### config.mk
export PLATFORM = sky130hd
export DESIGN_NAME = cla_seq_adder
export DESIGN_NICKNAME = d
export VERILOG_FILES = /design/src/rtl/cla_seq_adder_pkg.sv /design/src/rtl/cla_4bit.sv /design/src/rtl/cla_seq_adder.sv
export SDC_FILE = /design/constraint.sdc
export NUM_CORES = 1
export LEC_CHECK = 0
export ABC_AREA = 1
export BUFFER_PORTS_ARGS = -buffer_cell sky130_fd_sc_hd__buf_4
export CAP_MARGIN = 10
export CORE_AREA = 4 4 88 90
export DETAILED_ROUTE_END_ITERATION = 12
export DIE_AREA = 0 0 92 94
export GPL_ROUTABILITY_DRIVEN = 0
export PLACE_DENSITY = 0.68
export REMOVE_ABC_BUFFERS = 1
export SLEW_MARGIN = 0
export SYNTH_ARGS = -nofsm -noshare
export SYNTH_HDL_FRONTEND = slang
export SYNTH_SLANG_ARGS = --single-unit
### constraint.sdc
create_clock -name clk -period 3 [get_ports clk]
set_input_delay 0 -clock clk [delete_from_list [all_inputs] [get_ports clk]]
set_output_delay 0 -clock clk [all_outputs]
set_load 0.02 [all_outputs]
### src/rtl/cla_seq_adder_pkg.sv
// rtl/cla_seq_adder_pkg.sv - shared FSM encoding and NIB range limits for cla_seq_adder
package cla_seq_adder_pkg;

    typedef enum logic [1:0] {
        ST_IDLE = 2'd0,
        ST_RUN  = 2'd1,
        ST_DONE = 2'd2
    } state_t;

    localparam int NIB_MIN = 2;
    localparam int NIB_MAX = 8;

endpackage

### src/rtl/cla_4bit.sv
// rtl/cla_4bit.sv - 4-bit carry-lookahead adder slice
// Ports:
//   A, B : 4-bit addends
//   Cin  : carry-in
//   S    : 4-bit sum
//   Cout : carry-out of bit 3
module cla_4bit (
    input  logic [3:0] A,
    input  logic [3:0] B,
    input  logic       Cin,
    output logic [3:0] S,
    output logic       Cout
);

    logic [3:0] g;
    logic [3:0] p;
    logic [4:0] c;

    assign g = A & B;
    assign p = A ^ B;

    // Every carry is expanded directly from generate/propagate terms so no
    // carry depends on a previous carry.
    assign c[0] = Cin;
    assign c[1] = g[0] | (p[0] & Cin);
    assign c[2] = g[1] | (p[1] & g[0]) | (p[1] & p[0] & Cin);
    assign c[3] = g[2] | (p[2] & g[1]) | (p[2] & p[1] & g[0])
                | (p[2] & p[1] & p[0] & Cin);
    assign c[4] = g[3] | (p[3] & g[2]) | (p[3] & p[2] & g[1])
                | (p[3] & p[2] & p[1] & g[0])
                | (p[3] & p[2] & p[1] & p[0] & Cin);

    assign S    = p ^ c[3:0];
    assign Cout = c[4];

endmodule

### src/rtl/cla_seq_adder.sv
// rtl/cla_seq_adder.sv - nibble-serial adder reusing one 4-bit CLA over NIB cycles
// Ports:
//   clk, rst_n : clock, asynchronous active-low reset
//   start      : begin an addition (sampled only in IDLE)
//   a, b, cin  : operands and carry-in, captured on the accepted start
//   busy       : high while nibbles are being added
//   done       : one-cycle pulse when sum/cout/ovf are valid
//   sum        : W-bit result, filled one nibble per RUN cycle
//   cout, ovf  : final carry-out and two's-complement overflow
module cla_seq_adder
    import cla_seq_adder_pkg::*;
#(
    parameter  int NIB = 4,
    localparam int W   = 4 * NIB
) (
    input  logic         clk,
    input  logic         rst_n,
    input  logic         start,
    input  logic [W-1:0] a,
    input  logic [W-1:0] b,
    input  logic         cin,
    output logic         busy,
    output logic         done,
    output logic [W-1:0] sum,
    output logic         cout,
    output logic         ovf
);

    localparam int IDXW = $clog2(NIB);

    if (NIB < NIB_MIN || NIB > NIB_MAX) begin : g_nib_range
        $error("cla_seq_adder: NIB outside legal range");
    end

    state_t            state;
    state_t            state_next;
    logic [IDXW-1:0]   idx;
    logic [IDXW+1:0]   bit_pos;
    logic [W-1:0]      a_r;
    logic [W-1:0]      b_r;
    logic              carry_r;
    logic [W-1:0]      sum_r;
    logic              cout_r;
    logic              ovf_r;
    logic              last;

    logic [3:0]        nib_a;
    logic [3:0]        nib_b;
    logic [3:0]        nib_s;
    logic              nib_cout;
    logic              carry_into_msb;

    assign bit_pos = {idx, 2'b00};
    assign last    = (idx == IDXW'(NIB - 1));
    assign nib_a   = a_r[bit_pos +: 4];
    assign nib_b   = b_r[bit_pos +: 4];

    cla_4bit u_cla (
        .A    (nib_a),
        .B    (nib_b),
        .Cin  (carry_r),
        .S    (nib_s),
        .Cout (nib_cout)
    );

    // Recover the carry into bit 3 of the slice from its sum and inputs,
    // since the slice only exposes the carry out of bit 3.
    assign carry_into_msb = nib_s[3] ^ nib_a[3] ^ nib_b[3];

    always_ff @(posedge clk or negedge rst_n) begin
        if (!rst_n) begin
            state <= ST_IDLE;
        end else begin
            state <= state_next;
        end
    end

    always_comb begin
        state_next = state;
        unique case (state)
            ST_IDLE: if (start) state_next = ST_RUN;
            ST_RUN:  if (last)  state_next = ST_DONE;
            ST_DONE:            state_next = ST_IDLE;
            default:            state_next = ST_IDLE;
        endcase
    end

    always_ff @(posedge clk or negedge rst_n) begin
        if (!rst_n) begin
            idx     <= '0;
            a_r     <= '0;
            b_r     <= '0;
            carry_r <= 1'b0;
            sum_r   <= '0;
            cout_r  <= 1'b0;
            ovf_r   <= 1'b0;
        end else begin
            unique case (state)
                ST_IDLE: begin
                    if (start) begin
                        a_r     <= a;
                        b_r     <= b;
                        carry_r <= cin;
                        idx     <= '0;
                    end
                end
                ST_RUN: begin
                    sum_r[bit_pos +: 4] <= nib_s;
                    carry_r             <= nib_cout;
                    if (last) begin
                        idx    <= '0;
                        cout_r <= nib_cout;
                        ovf_r  <= nib_cout ^ carry_into_msb;
                    end else begin
                        idx <= idx + IDXW'(1);
                    end
                end
                default: begin
                end
            endcase
        end
    end

    assign busy = (state == ST_RUN);
    assign done = (state == ST_DONE);
    assign sum  = sum_r;
    assign cout = cout_r;
    assign ovf  = ovf_r;

endmodule
==> flow_summary.toml, run 1 <==
[outcome]
status = "finished, final reports clean"

[critical_path]
r2r-end = "sum[14]"
timing.rr.start = "idx[0]"
worstPathArrival_ns = 2.70
critPathLaunch = "idx[0]"
rrSetupSlack_ns = 0.51
cp.required_ns = 3.20
endpoint = "sum[14]"
crit_fanout = 15
setup.worst_path.end_class = "flip-flop"
critPathLaunchType = "flip-flop"
rr_worst_depth = 10
crit_type = "flip-flop to flip-flop"

[pwr]
leakagePower_uw = 0.001888
switchingPower_uw = 1968
p_per_area_nw_per_um2 = 1131
comb_power_share_pct = 56.4
ir_drop_mv = 0.4348
seq_power_share_pct = 31.5
swShare_pct = 47.33
p_int_uw = 2190
p_clk_share_pct = 12.1

[floorplan]
std_cell_rows = 31
die_width_um = 92
io_pins = 56
dieArea_um2 = 8648
core_area_um2 = 7059
initial_core_util_pct = 38.80
dieHeight_um = 94

[logic_synthesis]
ys.flop_type = "dfrtp_1"
synth_edf_count = 0
ys_ff_latch = 55
synth.cell_area_um2 = 2739
synth.avg_cell_area_um2 = 8.079
synth_area_leaders = "dfrtp_1 (50%), nand2_1 (18%), o21ai_0 (7.1%), ha_1 (4.6%), nand3_1 (2.7%)"
ys_seq_area_share_pct = 50.25
yosys.area.top_type_share_pct = 50.25
async_flop_share_pct = 100.0
synth_largest_area_cell = "dfrtp_1"
synth_cells = 339
synthDistinctLibCells = 26
yosysWarnings = 0

[timing]
finalCritPeriodShare_pct = 83.07
maxSlewViolCount = 0
fmax_ghz = 0.4013
finClkSkew_ns = 0.01443
holdWs_ns = 0.1041
grt_setup_unrepaired = "false"
layout_min_cycle_time_ns = 2.492
worst_pin_slew_ns = 0.6665
hold_violations = 0
finalSetupViolCount = 0
slew_headroom_pct = 55.57
setup_tns_ns = 0

[clock_tree]
clock_latency_ns = 0.32
cts_max_path_buffers = 2
cts_resized = 0
holdBufCountCts = 34
numCtsBuffers = 5
cts_num_sinks = 55
cts.reportedPaths.clkPinSlew_ns = 0.11
tritoncts = "yes"
cts_root_buffer = "clkbuf_8"
htree_levels = 2
postCtsSetupBuffers = 0

[global_routing]
grt_pass1_wl_um = 10630
antenna_found_initial = 0
grt_pass1_vias = 2348
grt_max_degree = 56
overflow = 0
grt_usage_pct = 15.00

[routing]
detail_route.wl_per_cell_um = 11.70
wl_um = 6117
drt_first_pass_iters = 4
via_per_inst = 4.727
drt_iter0_drc = 61
num_vias = 2472
drtAntennaViolNets = 0
detail_route.drc_violations = 0

[cells_and_area]
diodes = 0
area_growth_pct = 34.22
layout_common_cells = "nand2_1 (133), buf_4 (57), dfrtp_1 (55), o21ai_0 (39), dlygate4sd3_1 (34)"
fillers = 710
finalNetCount = 470
utilization_pct = 52.07
drive_gt1_share_pct = 19.58
layout_commonest_cell = "nand2_1"

[worst_hold_path]
hp-start = "start"
worstHoldPathType = "input pin to flip-flop"

[placement]
dp_hpwl_um = 4402
port_buffers = 55

[job]
max_cap_viol_count = 0
-- through the flow --
| step | setup slack [ns] | cell area, um^2 | std cells | total power (uW) |
|---|---|---|---|---|
| finish | 0.5080 | 3676 | 523 | 4157 |
| global route | 0.2714 | 3676 | 523 | 4573 |
| CTS | 0.5055 | 3676 | 523 | 4199 |
| detailed placement | 0.4966 | 3221 | 481 | 3639 |
| global placement | 0.6349 | 3221 | 481 | 3580 |
| floorplan | 0.6515 | 2669 | 325 | 2946 |
-- sequential cells by signal, indices dropped and copies added (netlist names) --
signal,flops
a_r,16
b_r,16
sum,16
idx,2
state,2
carry_r,1
cout,1
ovf,1
-- worst max-delay path, stage by stage (launching register included) --
cell and delay, ns:
dfrtp_1 0.66, buf_4 0.29, o21ai_0 0.13, o22ai_1 0.28
ha_1 0.31, nand3_1 0.10, nand3b_1 0.09, xnor2_1 0.30
nor2_1 0.07, nand2_1 0.07, o21ai_0 0.08
-- final cells by class --
cell class,instances,area [um^2],share of cell area (%)
Sequential cell,55,1376,37.44
Multi-Input combinational cell,252,1220,33.19
Clock inverter,3,46.29,1.259
Tap cell,99,123.9,3.370
Clock buffer,5,68.82,1.872
Inverter,18,72.57,1.974
Timing Repair Buffer,91,768.2,20.90
-- routing by layer --
metal | GRT usage, % | vias to the layer above | routed length (um)
met4 | 3.589 | 0 | 76
li1 | - | 1264 | -
met3 | 3.285 | 9 | 336
met5 | 0 | - | 0
met2 | 24.21 | 67 | 2816
met1 | 20.62 | 1132 | 2887
-- cell usage after synthesis, types with 2 or more instances --
library cell and count:
nand2_1 133, dfrtp_1 55, o21ai_0 39, nor2_1 18
nand3_1 15, inv_1 13, ha_1 10, nand2_2 10
buf_2 8, o21ai_1 6, o22ai_1 6, clkbuf_1 5
inv_2 4, o31ai_1 4, xnor2_1 2
-- worst min path at each step --
stage | endpoint | slack [ns] | cells past startpoint
floorplan | a_r[0] | -0.30 | 0
global placement | sum[5] | 0.08 | 1
detailed placement | sum[9] | 0.09 | 1
CTS | b_r[0] | 0.10 | 5
global route | b_r[0] | 0.13 | 5
finish | b_r[0] | 0.10 | 5
-- cells by family after synthesis --
| kind of cell | Yosys count | synth area share, % |
|---|---|---|
| flops | 55 | 50.25 |
| xor+xnor | 2 | 0.6397 |
| simple gates | 182 | 27.32 |
| compound gates | 57 | 11.28 |
| fa+ha+maj | 11 | 5.299 |
| buf+inv | 32 | 5.208 |
-- power groups by stage --
stage / logic (uW) / registers, uW / clock network [uW]
5_1_grt: 2670 / 1350 / 549
3_5_place_dp: 2320 / 1320 / 0
2_1_floorplan: 1560 / 1390 / 0
3_3_place_gp: 2270 / 1310 / 0
6_report: 2340 / 1310 / 503
4_1_cts: 2370 / 1310 / 522
No activity file was read; power rests on OpenSTA's default activity.
==> run 2, diff against run 1 <==
==> constraint.sdc (replaced) <==
create_clock -name clk -period 2.4 [get_ports clk]
set_input_delay 0 -clock clk [delete_from_list [all_inputs] [get_ports clk]]
set_output_delay 0 -clock clk [all_outputs]
set_load 0.02 [all_outputs]
==> run 2 against run 1 <==
Net effect: flip-flop and latch count stayed put; critical path type unchanged; critical path depth grew 1; routed wire length grew 3.2%; worst hold slack improved by 0.023 ns; clock skew increased by 0.0016 ns; critical endpoint is now ovf; global-route usage grew 0.87 points.
==> flow_summary.toml, run 2 (synthesis gave the netlist of run 1 again) <==
[critical_path]
path_cells = "buf_4, o21ai_0, o22ai_1, ha_1, or2_1, nand2_2, nand2_2, a21oi_2, nand3_1, nand3_1, nand2_1"
worstPathArrival_ns = 2.39
cp.required_ns = 2.62
critPathLaunchType = "flip-flop"
max_stage_delay_ns = 0.48
setup.worst_path.end_class = "flip-flop"
critPathLaunch = "idx[0]"
crit_type = "flip-flop to flip-flop"
timing.rr.start = "idx[0]"
slowest_stage = "dfrtp_2"
crit_fanout = 7

[floorplan]
dieHeight_um = 94
initial_core_util_pct = 38.80
die_width_um = 92
io_pins = 56
dieArea_um2 = 8648
std_cell_rows = 31
core_area_um2 = 7059

[clock_tree]
postCtsSetupBuffers = 0
cts_num_sinks = 55
cts.reportedPaths.clkPinSlew_ns = 0.10
tritoncts = "yes"
cts_root_buffer = "clkbuf_8"
numCtsBuffers = 5
cts_max_path_buffers = 2
htree_levels = 2
clock_latency_ns = 0.32

[placement]
dp_hpwl_um = 4605
port_buffers = 55

[routing]
drt_iter0_drc = 103
drtAntennaViolNets = 0
wl_um = 6312
detail_route.wl_per_cell_um = 11.93
via_per_inst = 4.694
num_vias = 2483
drt_first_pass_iters = 4
detail_route.drc_violations = 0

[pwr]
comb_power_share_pct = 59.1
ir_drop_mv = 0.7065
seq_power_share_pct = 30.8
p_int_uw = 2749
swShare_pct = 47.47
p_clk_share_pct = 10.1
leakagePower_uw = 0.001907
switchingPower_uw = 2484
p_per_area_nw_per_um2 = 1415

[worst_hold_path]
hp-start = "start"
worstHoldPathType = "input pin to flip-flop"

[cells_and_area]
layout_commonest_cell = "nand2_1"
area_growth_pct = 34.99
seqCellArea_um2 = 1378
diodes = 0
utilization_pct = 52.38
drive_gt1_share_pct = 20.70
finalNetCount = 476
multi_input_area_um2 = 1220
fillers = 697
layout_common_cells = "nand2_1 (133), buf_4 (63), dfrtp_1 (54), o21ai_0 (37), dlygate4sd3_1 (34)"

[timing]
grt_setup_unrepaired = "false"
finalSetupViolCount = 0
maxSlewViolCount = 0
hold_violations = 0
setup_tns_ns = 0
slew_headroom_pct = 55.17
fmax_ghz = 0.4613
layout_min_cycle_time_ns = 2.168
finClkSkew_ns = 0.01602
finalCritPeriodShare_pct = 90.33
worst_pin_slew_ns = 0.6725

[global_routing]
grt_usage_pct = 15.86
grt_pass1_wl_um = 11130
grt_max_degree = 56
grt_pass1_vias = 2375
overflow = 0
antenna_found_initial = 0

[outcome]
status = "finished, final reports clean"

[job]
max_cap_viol_count = 0
-- run 2: final timing paths --
check                          to  slack [ns]  cells past startpoint
setup / recovery              ovf        0.23                     11
max in group asynchronous  idx[0]        1.65                      2
hold / removal             a_r[0]        0.13                      5
setup reg to reg              ovf        0.23                     11
min in group asynchronous  sum[6]        0.26                      2
hold reg to reg            b_r[5]        0.48                      2
-- run 2: layer usage --
metal / GRT usage (%) / routed length (um) / share of wire [%]
met1: 21.96 / 2973 / 47
met2: 24.82 / 2903 / 46
met3: 3.446 / 331 / 5.2
met4: 5.074 / 103 / 1.6
met5: 0 / 0 / 0
-- run 2: area by class of cell --
cell class                 instances  area share [%]
clock buffer                       6           1.963
clock inverter                     2          0.4738
inverter                          18           1.963
multi-input combinational        252           32.99
sequential                        55           37.26
tap                               99           3.350
timing repair buffer              97           22.00
-- run 2: stage by stage --
stage | total power (uW) | cells | hold slack (ns) | cell area, um^2 | setup slack [ns]
5_1_grt | 5776 | 529 | 0.1335 | 3697 | 0.002989
4_1_cts | 5269 | 529 | 0.1278 | 3696 | 0.1572
6_report | 5233 | 529 | 0.1272 | 3697 | 0.2322
3_3_place_gp | 4621 | 487 | 0.07675 | 3266 | 0.2560
3_5_place_dp | 4689 | 487 | 0.08970 | 3266 | 0.1697
2_1_floorplan | 3682 | 325 | -0.2956 | 2669 | 0.05151
-- run 2: what timing repair did --
| action | in CTS | in global routing |
|---|---|---|
| resized for setup | 0 | 3 |
| endpoints found under the hold margin | 88 | 0 |
| hold buffers | 34 | 0 |
| setup endpoints to repair | 0 | 5 |
-- run 2: worst max-delay path: cells and delay by family (launching register included) --
kind | cells | cell delay (ns)
AND/OR/NAND/NOR | 6 | 0.64
flip-flops | 1 | 0.48
AO/OA/AOI/OAI | 3 | 0.45
adder cells (fa/ha/maj) | 1 | 0.32
buffers and inverters | 1 | 0.18
-- run 2: power by group through the flow --
stage | logic (uW) | clock network, uW | registers [uW]
final | 3100 | 528 | 1610
after global routing | 3530 | 584 | 1660
after CTS | 3110 | 545 | 1610
after detailed placement | 3060 | 0 | 1630
after global placement | 3000 | 0 | 1620
after floorplan | 1950 | 0 | 1730
==> run 3, diff against run 2 <==
--- a/config.mk
+++ b/config.mk
@@ -14,6 +14,7 @@
 export GPL_ROUTABILITY_DRIVEN = 0
 export PLACE_DENSITY = 0.68
 export REMOVE_ABC_BUFFERS = 1
+export SETUP_SLACK_MARGIN = 0.4
 export SLEW_MARGIN = 0
 export SYNTH_ARGS = -nofsm -noshare
 export SYNTH_HDL_FRONTEND = slang
==> run 3 against run 2 <==
Net effect: clock-buffer cell count is the same; via count grew 3.0%; final cell count grew 2.8%; worst hold slack gained 0.0056 ns; non-clock buffer count grew 15; final area grew 7.3%; die area is the same; clock power is essentially flat; sequential share of layout area shrank 2.5 points; largest power group unchanged; core utilization grew 3.8 points; critical path depth is the same; combinational power grew 35%.
==> flow_summary.toml, run 3 (synthesis gave the netlist of run 1 again) <==
[outcome]
status = "finished, final reports clean"

[timing]
finalSetupViolCount = 0
worst_pin_slew_ns = 0.6723
setup_tns_ns = 0
maxSlewViolCount = 0
finClkSkew_ns = 0.01474
hold_violations = 0
fmax_ghz = 0.4646
layout_min_cycle_time_ns = 2.152
finalCritPeriodShare_pct = 89.69
grt_setup_unrepaired = "true"
slew_headroom_pct = 55.18

[critical_path]
cp.required_ns = 2.64
path_cells = "inv_8, nor2_1, o22ai_1, ha_1, or2_1, nand2_2, nand2_4, nand2_2, nand2_2, buf_4, o31ai_1"
setup.worst_path.end_class = "flip-flop"
worstPathArrival_ns = 2.39
crit_type = "flip-flop to flip-flop"
crit_path_frequent_cell = "nand2_2"
slowest_stage = "dfrtp_2"
max_stage_delay_ns = 0.52
cp.depth = 11
crit_fanout = 21
cp_num_buf_inv = 2
critPathLaunchType = "flip-flop"
rr_worst_depth = 11
critPathTopFamily = "simple AND/OR/NAND/NOR gates"

[cells_and_area]
layout_common_cells = "nand2_1 (130), buf_4 (74), dfrtp_1 (53), dlygate4sd3_1 (34), o21ai_0 (25)"
finalNetCount = 491
diodes = 0
area_growth_pct = 44.91
drive_gt1_share_pct = 28.99
stdcell_count = 544
fillers = 662
layout_commonest_cell = "nand2_1"

[placement]
port_buffers = 55
placedCellCount = 487
dp_hpwl_um = 4605

[floorplan]
dieArea_um2 = 8648
die_width_um = 92
core_area_um2 = 7059
initial_core_util_pct = 38.80
std_cell_rows = 31
dieHeight_um = 94
io_pins = 56

[pwr]
ir_drop_mv = 0.6985
leakagePower_uw = 0.002024
p_per_area_nw_per_um2 = 1599

[clock_tree]
numCtsBuffers = 5
tritoncts = "yes"
clock_latency_ns = 0.32
cts_root_buffer = "clkbuf_8"
htree_levels = 2
cts.reportedPaths.clkPinSlew_ns = 0.11
cts_max_path_buffers = 2
cts_num_sinks = 55

[global_routing]
antenna_found_initial = 0
grt_usage_pct = 16.60
grt_max_degree = 56
grt_pass1_vias = 2503
grt_pass1_wl_um = 11630
overflow = 0

[worst_hold_path]
hold_depth = 5
worstHoldPathType = "input pin to flip-flop"

[routing]
drtAntennaViolNets = 0
num_vias = 2557
via_per_inst = 4.700
detail_route.wl_per_cell_um = 12.73
wl_met3_um = 316
wl_met1_um = 3139
drt_first_pass_iters = 4
wl_um = 6923
met2_length_um = 3390
detail_route.drc_violations = 0
drt_iter0_drc = 119
routed.top_layer = "met4"

[job]
max_cap_viol_count = 0
-- run 3: changes by cell type in the layout (fill, tap and decap cells not counted), sizes merged --
cell  previous run  this run
buf             63        78
-- run 3: worst paths after layout --
| check | slack [ns] | end | from |
|---|---|---|---|
| setup reg to reg | 0.25 | sum[11] | idx[0] |
| max in group asynchronous | 1.66 | idx[0] | rst_n |
| setup / recovery | 0.25 | sum[11] | idx[0] |
| hold / removal | 0.13 | a_r[0] | start |
| hold reg to reg | 0.48 | b_r[5] | b_r[5] |
| min in group asynchronous | 0.26 | sum[6] | rst_n |
-- run 3: per-stage QoR --
step	setup WS (ns)	instance area (um^2)	hold slack [ns]	util, %	total power (uW)
floorplan	0.05151	2669	-0.2956	-	3682
detailed placement	0.1697	3266	0.08970	46.26	4689
finish	0.2475	3969	0.1328	56.22	6347
global route	0.09632	3969	0.1335	56.22	6881
CTS	0.3177	3877	0.1278	54.93	5909
global placement	0.2560	3266	0.07675	46.26	4621
-- run 3: metal layers --
metal,vias up,GRT usage [%]
li1,1297,-
met1,1184,22.31
met2,71,27.01
met3,5,3.446
met4,0,5.074
met5,-,0
-- run 3: power breakdown --
| part | total, uW | switching (uW) | internal (uW) |
|---|---|---|---|
| logic | 4170 | 2300 | 1860 |
| registers | 1650 | 310 | 1340 |
| clock network | 528 | 318 | 210 |
| total | 6350 | 2930 | 3420 |
-- run 3: worst min-delay path, stage by stage --
cell and delay (ns):
buf_4 0.11, nand2_1 0.06, nor2_2 0.11, nand2_1 0.08
nand2_1 0.05
-- run 3: layout make-up --
cell class / count / area [um^2] / area share, %
Tap cell: 99 / 123.9 / 3.121
Multi-Input combinational cell: 252 / 1360 / 34.27
Clock buffer: 6 / 72.57 / 1.828
Clock inverter: 2 / 17.52 / 0.4414
Timing Repair Buffer: 112 / 940.9 / 23.71
Inverter: 18 / 75.07 / 1.892
Sequential cell: 55 / 1379 / 34.74
-- run 3: repair_timing --
| action | in CTS | in global routing |
|---|---|---|
| resized for setup | 39 | 10 |
| hold buffers | 34 | 0 |
| gates cloned | 1 | 0 |
| endpoints found under the setup margin | 17 | 14 |
| endpoints found under the hold margin | 88 | 0 |
| pin swaps | 23 | 14 |
| setup buffers | 7 | 7 |
